===== src/rtl/sram_arbiter.sv =====
// ============================================================================
// Module   : sram_arbiter
// Purpose  : Two-master arbiter for a single async SRAM (8-bit data).
//            Port A is the CPU bus and port B a secondary master such as a
//            loader or DMA. The block sequences CS/OE/WE with WAIT_CYCLES
//            extra access cycles and returns a one-cycle ack to the owner.
//            Optional macro SRAM_ARB_RR_EN selects round-robin arbitration;
//            without it, port A wins every tie.
// Revision : 1.0 - initial release
// ============================================================================
`timescale 1ns/1ps
`default_nettype none

module sram_arbiter #(
    parameter int ADDR_W      = 18,
    parameter int WAIT_CYCLES = 1
) (
    input  logic              i_clk,
    input  logic              i_reset_n,
    input  logic              i_a_cs,
    input  logic              i_a_we,
    input  logic [ADDR_W-1:0] i_a_addr,
    input  logic [7:0]        i_a_dat,
    output logic [7:0]        o_a_dat,
    output logic              o_a_ack,
    input  logic              i_b_cs,
    input  logic              i_b_we,
    input  logic [ADDR_W-1:0] i_b_addr,
    input  logic [7:0]        i_b_dat,
    output logic [7:0]        o_b_dat,
    output logic              o_b_ack,
    output logic [ADDR_W-1:0] o_sram_addr,
    output logic [7:0]        o_sram_dat,
    input  logic [7:0]        i_sram_dat,
    output logic              o_sram_dat_oe,
    output logic              o_sram_cs_n,
    output logic              o_sram_oe_n,
    output logic              o_sram_we_n,
    output logic              o_grant_b
);

    localparam logic [1:0] S_IDLE   = 2'd0;
    localparam logic [1:0] S_SETUP  = 2'd1;
    localparam logic [1:0] S_ACCESS = 2'd2;
    localparam logic [1:0] S_DONE   = 2'd3;

    localparam logic [3:0] c_wait = 4'(WAIT_CYCLES);

    logic [1:0] r_state;
    logic [1:0] w_state_next;
    logic [3:0] r_cnt;
    logic       r_we;

    logic w_any_req;
    logic w_win_b;
    logic w_sel_we;
    logic w_we_eff;
    logic w_grant;
    logic w_last_access;

    logic w_cs_n;
    logic w_oe_n;
    logic w_we_n;
    logic w_dat_oe;
    logic w_a_ack;
    logic w_b_ack;

    assign w_any_req     = i_a_cs | i_b_cs;
    assign w_grant       = (r_state == S_IDLE) && w_any_req;
    assign w_last_access = (r_state == S_ACCESS) && (r_cnt == 4'd0);
    assign w_sel_we      = w_win_b ? i_b_we : i_a_we;

`ifdef SRAM_ARB_RR_EN
    // Priority flag: 1 means port B wins the next tie.
    logic r_prio_b;

    // Tie goes to the port that was not granted last.
    always_comb begin
        w_win_b = i_b_cs;
        if (i_a_cs && i_b_cs) begin
            w_win_b = r_prio_b;
        end
    end

    // Hand priority to the other port on every grant.
    always_ff @(posedge i_clk) begin
        if (!i_reset_n) begin
            r_prio_b <= 1'b0;
        end else if (w_grant) begin
            r_prio_b <= ~w_win_b;
        end
    end
`else
    // Fixed priority: the CPU port always wins a tie.
    always_comb begin
        w_win_b = i_b_cs & ~i_a_cs;
    end
`endif

    // State register.
    always_ff @(posedge i_clk) begin
        if (!i_reset_n) begin
            r_state <= S_IDLE;
        end else begin
            r_state <= w_state_next;
        end
    end

    // Next-state logic: IDLE -> SETUP -> ACCESS (counted) -> DONE -> IDLE.
    always_comb begin
        w_state_next = r_state;
        case (r_state)
            S_IDLE:   if (w_any_req) w_state_next = S_SETUP;
            S_SETUP:  w_state_next = S_ACCESS;
            S_ACCESS: if (r_cnt == 4'd0) w_state_next = S_DONE;
            S_DONE:   w_state_next = S_IDLE;
            default:  w_state_next = S_IDLE;
        endcase
    end

    // Strobe values for the state being entered, so the pins are registered.
    always_comb begin
        w_we_eff = (r_state == S_IDLE) ? w_sel_we : r_we;
        w_cs_n   = 1'b1;
        w_oe_n   = 1'b1;
        w_we_n   = 1'b1;
        w_dat_oe = 1'b0;
        w_a_ack  = 1'b0;
        w_b_ack  = 1'b0;
        case (w_state_next)
            S_SETUP: begin
                w_cs_n = 1'b0;
                if (w_we_eff) w_dat_oe = 1'b1;
                else          w_oe_n   = 1'b0;
            end
            S_ACCESS: begin
                w_cs_n = 1'b0;
                if (w_we_eff) begin
                    w_we_n   = 1'b0;
                    w_dat_oe = 1'b1;
                end else begin
                    w_oe_n = 1'b0;
                end
            end
            S_DONE: begin
                w_cs_n   = 1'b0;
                w_dat_oe = w_we_eff;
                w_a_ack  = ~o_grant_b;
                w_b_ack  = o_grant_b;
            end
            default: ;
        endcase
    end

    // ACCESS down-counter, loaded while in SETUP.
    always_ff @(posedge i_clk) begin
        if (!i_reset_n) begin
            r_cnt <= 4'd0;
        end else if (r_state == S_SETUP) begin
            r_cnt <= c_wait;
        end else if ((r_state == S_ACCESS) && (r_cnt != 4'd0)) begin
            r_cnt <= r_cnt - 4'd1;
        end
    end

    // Registered pins, request latching at grant, read-data capture.
    always_ff @(posedge i_clk) begin
        if (!i_reset_n) begin
            o_sram_cs_n   <= 1'b1;
            o_sram_oe_n   <= 1'b1;
            o_sram_we_n   <= 1'b1;
            o_sram_dat_oe <= 1'b0;
            o_a_ack       <= 1'b0;
            o_b_ack       <= 1'b0;
            o_sram_addr   <= '0;
            o_sram_dat    <= 8'h00;
            o_a_dat       <= 8'h00;
            o_b_dat       <= 8'h00;
            o_grant_b     <= 1'b0;
            r_we          <= 1'b0;
        end else begin
            o_sram_cs_n   <= w_cs_n;
            o_sram_oe_n   <= w_oe_n;
            o_sram_we_n   <= w_we_n;
            o_sram_dat_oe <= w_dat_oe;
            o_a_ack       <= w_a_ack;
            o_b_ack       <= w_b_ack;
            if (w_grant) begin
                o_sram_addr <= w_win_b ? i_b_addr : i_a_addr;
                o_sram_dat  <= w_win_b ? i_b_dat : i_a_dat;
                r_we        <= w_sel_we;
                o_grant_b   <= w_win_b;
            end
            if (w_last_access && !r_we) begin
                if (o_grant_b) o_b_dat <= i_sram_dat;
                else           o_a_dat <= i_sram_dat;
            end
        end
    end

endmodule

`default_nettype wire

===== config.mk =====
export PLATFORM = sky130hd
export DESIGN_NAME = sram_arbiter
export DESIGN_NICKNAME = d
export VERILOG_FILES = /design/src/rtl/sram_arbiter.sv
export SDC_FILE = /design/constraint.sdc
export NUM_CORES = 1
export LEC_CHECK = 0
export BUFFER_PORTS_ARGS = -buffer_cell sky130_fd_sc_hd__buf_2
export CAP_MARGIN = 40
export CELL_PAD_IN_SITES_DETAIL_PLACEMENT = 1
export CELL_PAD_IN_SITES_GLOBAL_PLACEMENT = 2
export CORE_AREA = 2 2 99 101
export DETAILED_ROUTE_END_ITERATION = 7
export DIE_AREA = 0 0 101 103
export GPL_TIMING_DRIVEN = 0
export HOLD_SLACK_MARGIN = 0.02
export PLACE_DENSITY_LB_ADDON = 0.1
export SYNTH_ARGS = -nofsm -noshare
export SYNTH_HDL_FRONTEND = slang
export SYNTH_SLANG_ARGS = --single-unit
export TNS_END_PERCENT = 100

===== constraint.sdc =====
create_clock -name i_clk -period 3.8 [get_ports i_clk]
set_input_delay 0.38 -clock i_clk [delete_from_list [all_inputs] [get_ports i_clk]]
set_output_delay 0.38 -clock i_clk [all_outputs]
set_load 0.02 [all_outputs]

# After elaboration in Yosys (flattened, before gate mapping)
# Cells that the tools add are included.
[classes] add_sub_neg=1 n_mul=0 div_mod_pow=0 order_cmp=0 eq_ne=6 n_shift=0 muxes=13 n_bitwise=5 reduce_logical=17
[ops] operator="$mux 18" count=1
[ops] operator="$reduce_and 2->1" count=5
[ops] operator="$eq 2x2->1 const B" count=4
[ops] operator="$mux 8" count=1
[ops] operator="$pmux 2 s4" count=1
[ops] operator="$mux 1" count=7
[ops] operator="$eq 2x1->1 const B" count=2
[ops] operator="$logic_and 1x1->1" count=4
[ops] operator="$logic_not 4->1" count=1
[ops] operator="$mux 2" count=2
[ops] operator="$reduce_bool 4->1" count=1
[ops] operator="$reduce_or 2->1" count=2
[ops] operator="$sub 4x1->4 const B" count=1
[ops] operator="$not 1->1" count=3
[ops] operator="$reduce_or 3->1" count=1
[ops] operator="$logic_not 2->1" count=1
[ops] operator="$pmux 1 s2" count=1
[ops] operator="$reduce_bool 2->1" count=1
[ops] operator="$and 1x1->1" count=1
[ops] operator="$logic_not 1->1" count=1
[ops] operator="$or 1x1->1" count=1
[totals] ff_bits=56 latchBits=0 ramBits=0 romBits=0 wordCells=57 mem_count=0

# Logic depth before layout (Yosys ltp)
[logic_depth] word_depth=6 depth_mapped=9 mapped_depth_nobuf=8

# Worst setup path after synthesis
# No wires, ideal clock.
[synth_timing] path_type="register to register" from="reg r_cnt[0]" to="reg o_sram_oe_n" setup_ns=0.127 t_arrival_ns=1.915 slack_ns=1.758 stages_incl_launch_ff=8 path_buffers=0 path_cell_list="dfxtp_1 inv_1 ha_1 or3b_4 a211oi_2 inv_1 ha_1 or3_1"
[synth_via] elab_chain_cells=6 word_cells_on_any_way=7 classes_between="2 x eq/ne; 2 x mux; 3 x reduce/logical"
[synth_lines] element="start: declaration" line_no="51" text="logic [3:0] r_cnt;"
[synth_lines] element="start signal: assignment" line_no="160" text="r_cnt <= c_wait;"
[synth_lines] element="start signal: assignment" line_no="162" text="r_cnt <= r_cnt - 4'd1;"
[synth_lines] element="$logic_not 4->1 *" line_no="115" text="S_ACCESS: if (r_cnt == 4'd0) w_state_next = S_DONE;"
[synth_lines] element="$mux 2 *" line_no="115"
[synth_lines] element="$pmux 2 s4 *" line_no="112" text="case (r_state)"
[synth_lines] element="named net w_state_next[0]" line_no="50" text="logic [1:0] w_state_next;"
[synth_lines] element="$eq 2x2->1 or $eq 2x1->1 (tied branches)" line_no="130" text="case (w_state_next)"
[synth_lines] element="$reduce_or 2->1 (no line) *"
[synth_lines] element="$reduce_and 2->1 (no line) *"
[synth_lines] element="end signal: assignment" line_no="183" text="o_sram_oe_n <= w_oe_n;"
[synth_lines] element="end: declaration" line_no="37" text="output logic o_sram_oe_n,"
# Mark *: on every way through the listed nets, which the timed path passes. The rest lies on a longest branch.
# A chain may end at the register's enable or synchronous reset.

# Worst setup path in the final report
# Ends and elaborated chain as after synthesis.

==> qor.yml <==
finish:
  stdcell_area_um2: 3180
  n_fill_cell: 1196
  final_cell_mix: "buf_2 (118), nand2_1 (82), dfxtp_1 (56), o21ai_0 (27), a31oi_1 (27)"
  diodes: 0
  mostFrequentLayoutCell: "buf_2"
  multiInputGateArea_um2: 1130
  areaGrowthSynthToFinish_pct: 35.0
  regArea_um2: 1120
  drive_gt1_share_pct: 32.3
  nets: 476
drt:
  dr.pass1.iters: 4
  drc: 0
  drt_iter0_markers: 52
  post_drt_via_cell_ratio: 4.61
  wl_um: 7560
  wl_per_cell_um: 14.6
  ant_nets: 0
  dr_total_vias: 2383
worst_setup_path:
  worstPathRequired_ps: 3990
  end_kind: "flip-flop"
  slowest_stage: "or3b_4"
  start_kind: "flip-flop"
  critical_path_class: "flip-flop to flip-flop"
  crit_chain: "inv_1 -> ha_1 -> or3b_4 -> a211oi_2 -> inv_1 -> ha_1 -> or3_1"
  reg2regPathDepth: 7
  critPathArrivalTime_ps: 2430
  critical_path.max_stage_delay_ps: 440
  path_max_fanout: 6
grt:
  grt_max_degree: 18
  grt_first_pass_wirelength_um: 12200
  grt_pass1_vias: 2476
  grt_overflow: 0
  antenna_found_initial: 0
  grt_usage_pct: 15.0
power:
  p_per_area_nw_per_um2: 641
  p_leak_uw: 0.00158
  peakVddDrop_uv: 220
logic_synthesis:
  synth_cells: 281
  synth_edf_count: 0
  synth_async_sr_flop_share_pct: 0
  syn_avg_cell_area_um2: 8.38
  synth_cell_type_count: 31
  synthesis.area_um2: 2360
  ys.flop_type: "dfxtp_1"
  ys_seq_area_share_pct: 47.6
  synth_fp_nets: 355
  yosys_warnings: 0
  yosys_register_bits: 56
sta:
  fmax_mhz: 448
  hold_violations: 0
  grt_setup_unrepaired: "false"
  drv_slew: 0
  setup_tns_ps: 0
  worst_pin_slew_ps: 576
  finalSetupViolCount: 0
  period_share_pct: 58.8
  skew_ps: 5.73
  fin_crit_ps: 2230
  slew_headroom_pct: 61.5
die:
  core-area_um2: 9460
  die_w_um: 101
  num_rows: 36
  num_io_pins: 115
  fp.dieH_um: 103
  die-area_um2: 10400
  start_util_pct: 24.9
cts:
  ctsResizeCount: 0
  htree_levels: 2
  cts.clk_slew.worst_paths_ps: 110
  cts.path.max_buffers: 2
  cts_root_buffer: "clkbuf_8"
  cts_buffers: 5
  cts.sinks: 56
  cts_tree: "built"
  clkLatencyLatePin_ps: 300
  post-cts-setup-buffer-count: 0
  postCtsHoldBufs: 0
job:
  max_cap_viol_count: 0
min_path:
  min_path_type: "primary input to flip-flop"
  hold_depth: 3
placed_design:
  portBuffers: 114
  dpl_cell_area_um2: 3070
  dpl.hpwl_um: 5610
  gp_congestion: 0.747
outcome:
  outcome: "complete, no violations"
[per-stage QoR]
step | hold slack [ps] | worst slack, ps | power (uW) | utilization [%] | std cells
6_report | 315 | 1570 | 2040 | 33.6 | 517
5_1_grt | 310 | 1390 | 2220 | 33.6 | 517
4_1_cts | 304 | 1550 | 2080 | 33.6 | 517
3_5_place_dp | 451 | 1570 | 1670 | 32.4 | 509
3_3_place_gp | 446 | 1570 | 1660 | 32.4 | 509
2_1_floorplan | 475 | 1760 | 1360 | - | 281
[critical path: cells and delay by family (launching register included)]
family | cells | cell delay [ps]
AND/OR/NAND/NOR | 2 | 780
adder cells (fa/ha/maj) | 2 | 520
flip-flops | 1 | 360
AO/OA/AOI/OAI | 1 | 280
buffers and inverters | 2 | 180
[Yosys cell counts (3+ instances only)]
cell       n  area (um2)
ha_1       8         100
nand2_1   82         308
mux2i_1   16         160
a31oi_1   27         169
clkbuf_1  13        48.8
nor3_1     3        15.0
o21ai_0   27         135
inv_1      7        26.3
dfxtp_1   56        1120
nor2_1     5        18.8
a21oi_1    3        15.0
nor4b_1    3        26.3
nand2b_1   4        25.0
buf_2      4        20.0
[worst paths after layout]
check,slack [ps],start,to
max reg2reg,1570,r_cnt[0],o_sram_oe_n
min,320,i_a_addr[13],o_sram_addr[13]
min reg2reg,460,o_a_dat[4],o_a_dat[4]
max,1570,r_cnt[0],o_sram_oe_n
[report_power, final]
group | leakage [uW] | switching (uW) | internal [uW]
registers | 0.000460 | 73.6 | 734
clock network | 0.0000541 | 202 | 196
logic | 0.00107 | 539 | 296
[flip-flops by register name, indices dropped and copies added (netlist names)]
register and count:
o_sram_dat_oe 1, o_a_ack 1, o_grant_b 1, o_sram_oe_n 1, o_b_ack 1, r_state 2
r_cnt 4, o_sram_dat 8, r_we 1, o_b_dat 8, o_sram_cs_n 1, o_a_dat 8
o_sram_addr 18, o_sram_we_n 1
[routing by layer]
layer,vias up,GRT usage (%),part of all wire [%]
met5,-,0,0
met4,0,2.81,0.46
met3,2,4.61,7.3
met2,78,25.9,47
met1,1102,18.6,46
li1,1201,-,-
[cell families after synthesis]
kind of cell	synth area share, %
and+or+nand+nor	21.6
AOI/OAI and AO/OA	15.4
DFF	47.6
buffers and inverters	4.36
muxes	6.80
adders and majority gates	4.25
[final cells by class]
type                    instances  area share, %
plain buffers                  19           2.40
clock buffers                   5           2.16
clock inverters                 3           1.34
inverters                       7          0.826
multi-input cells             199           35.6
flip-flops and latches         56           35.2
well taps                     114           4.48
repair buffers                114           17.9
No activity file was read; power rests on OpenSTA's default activity.
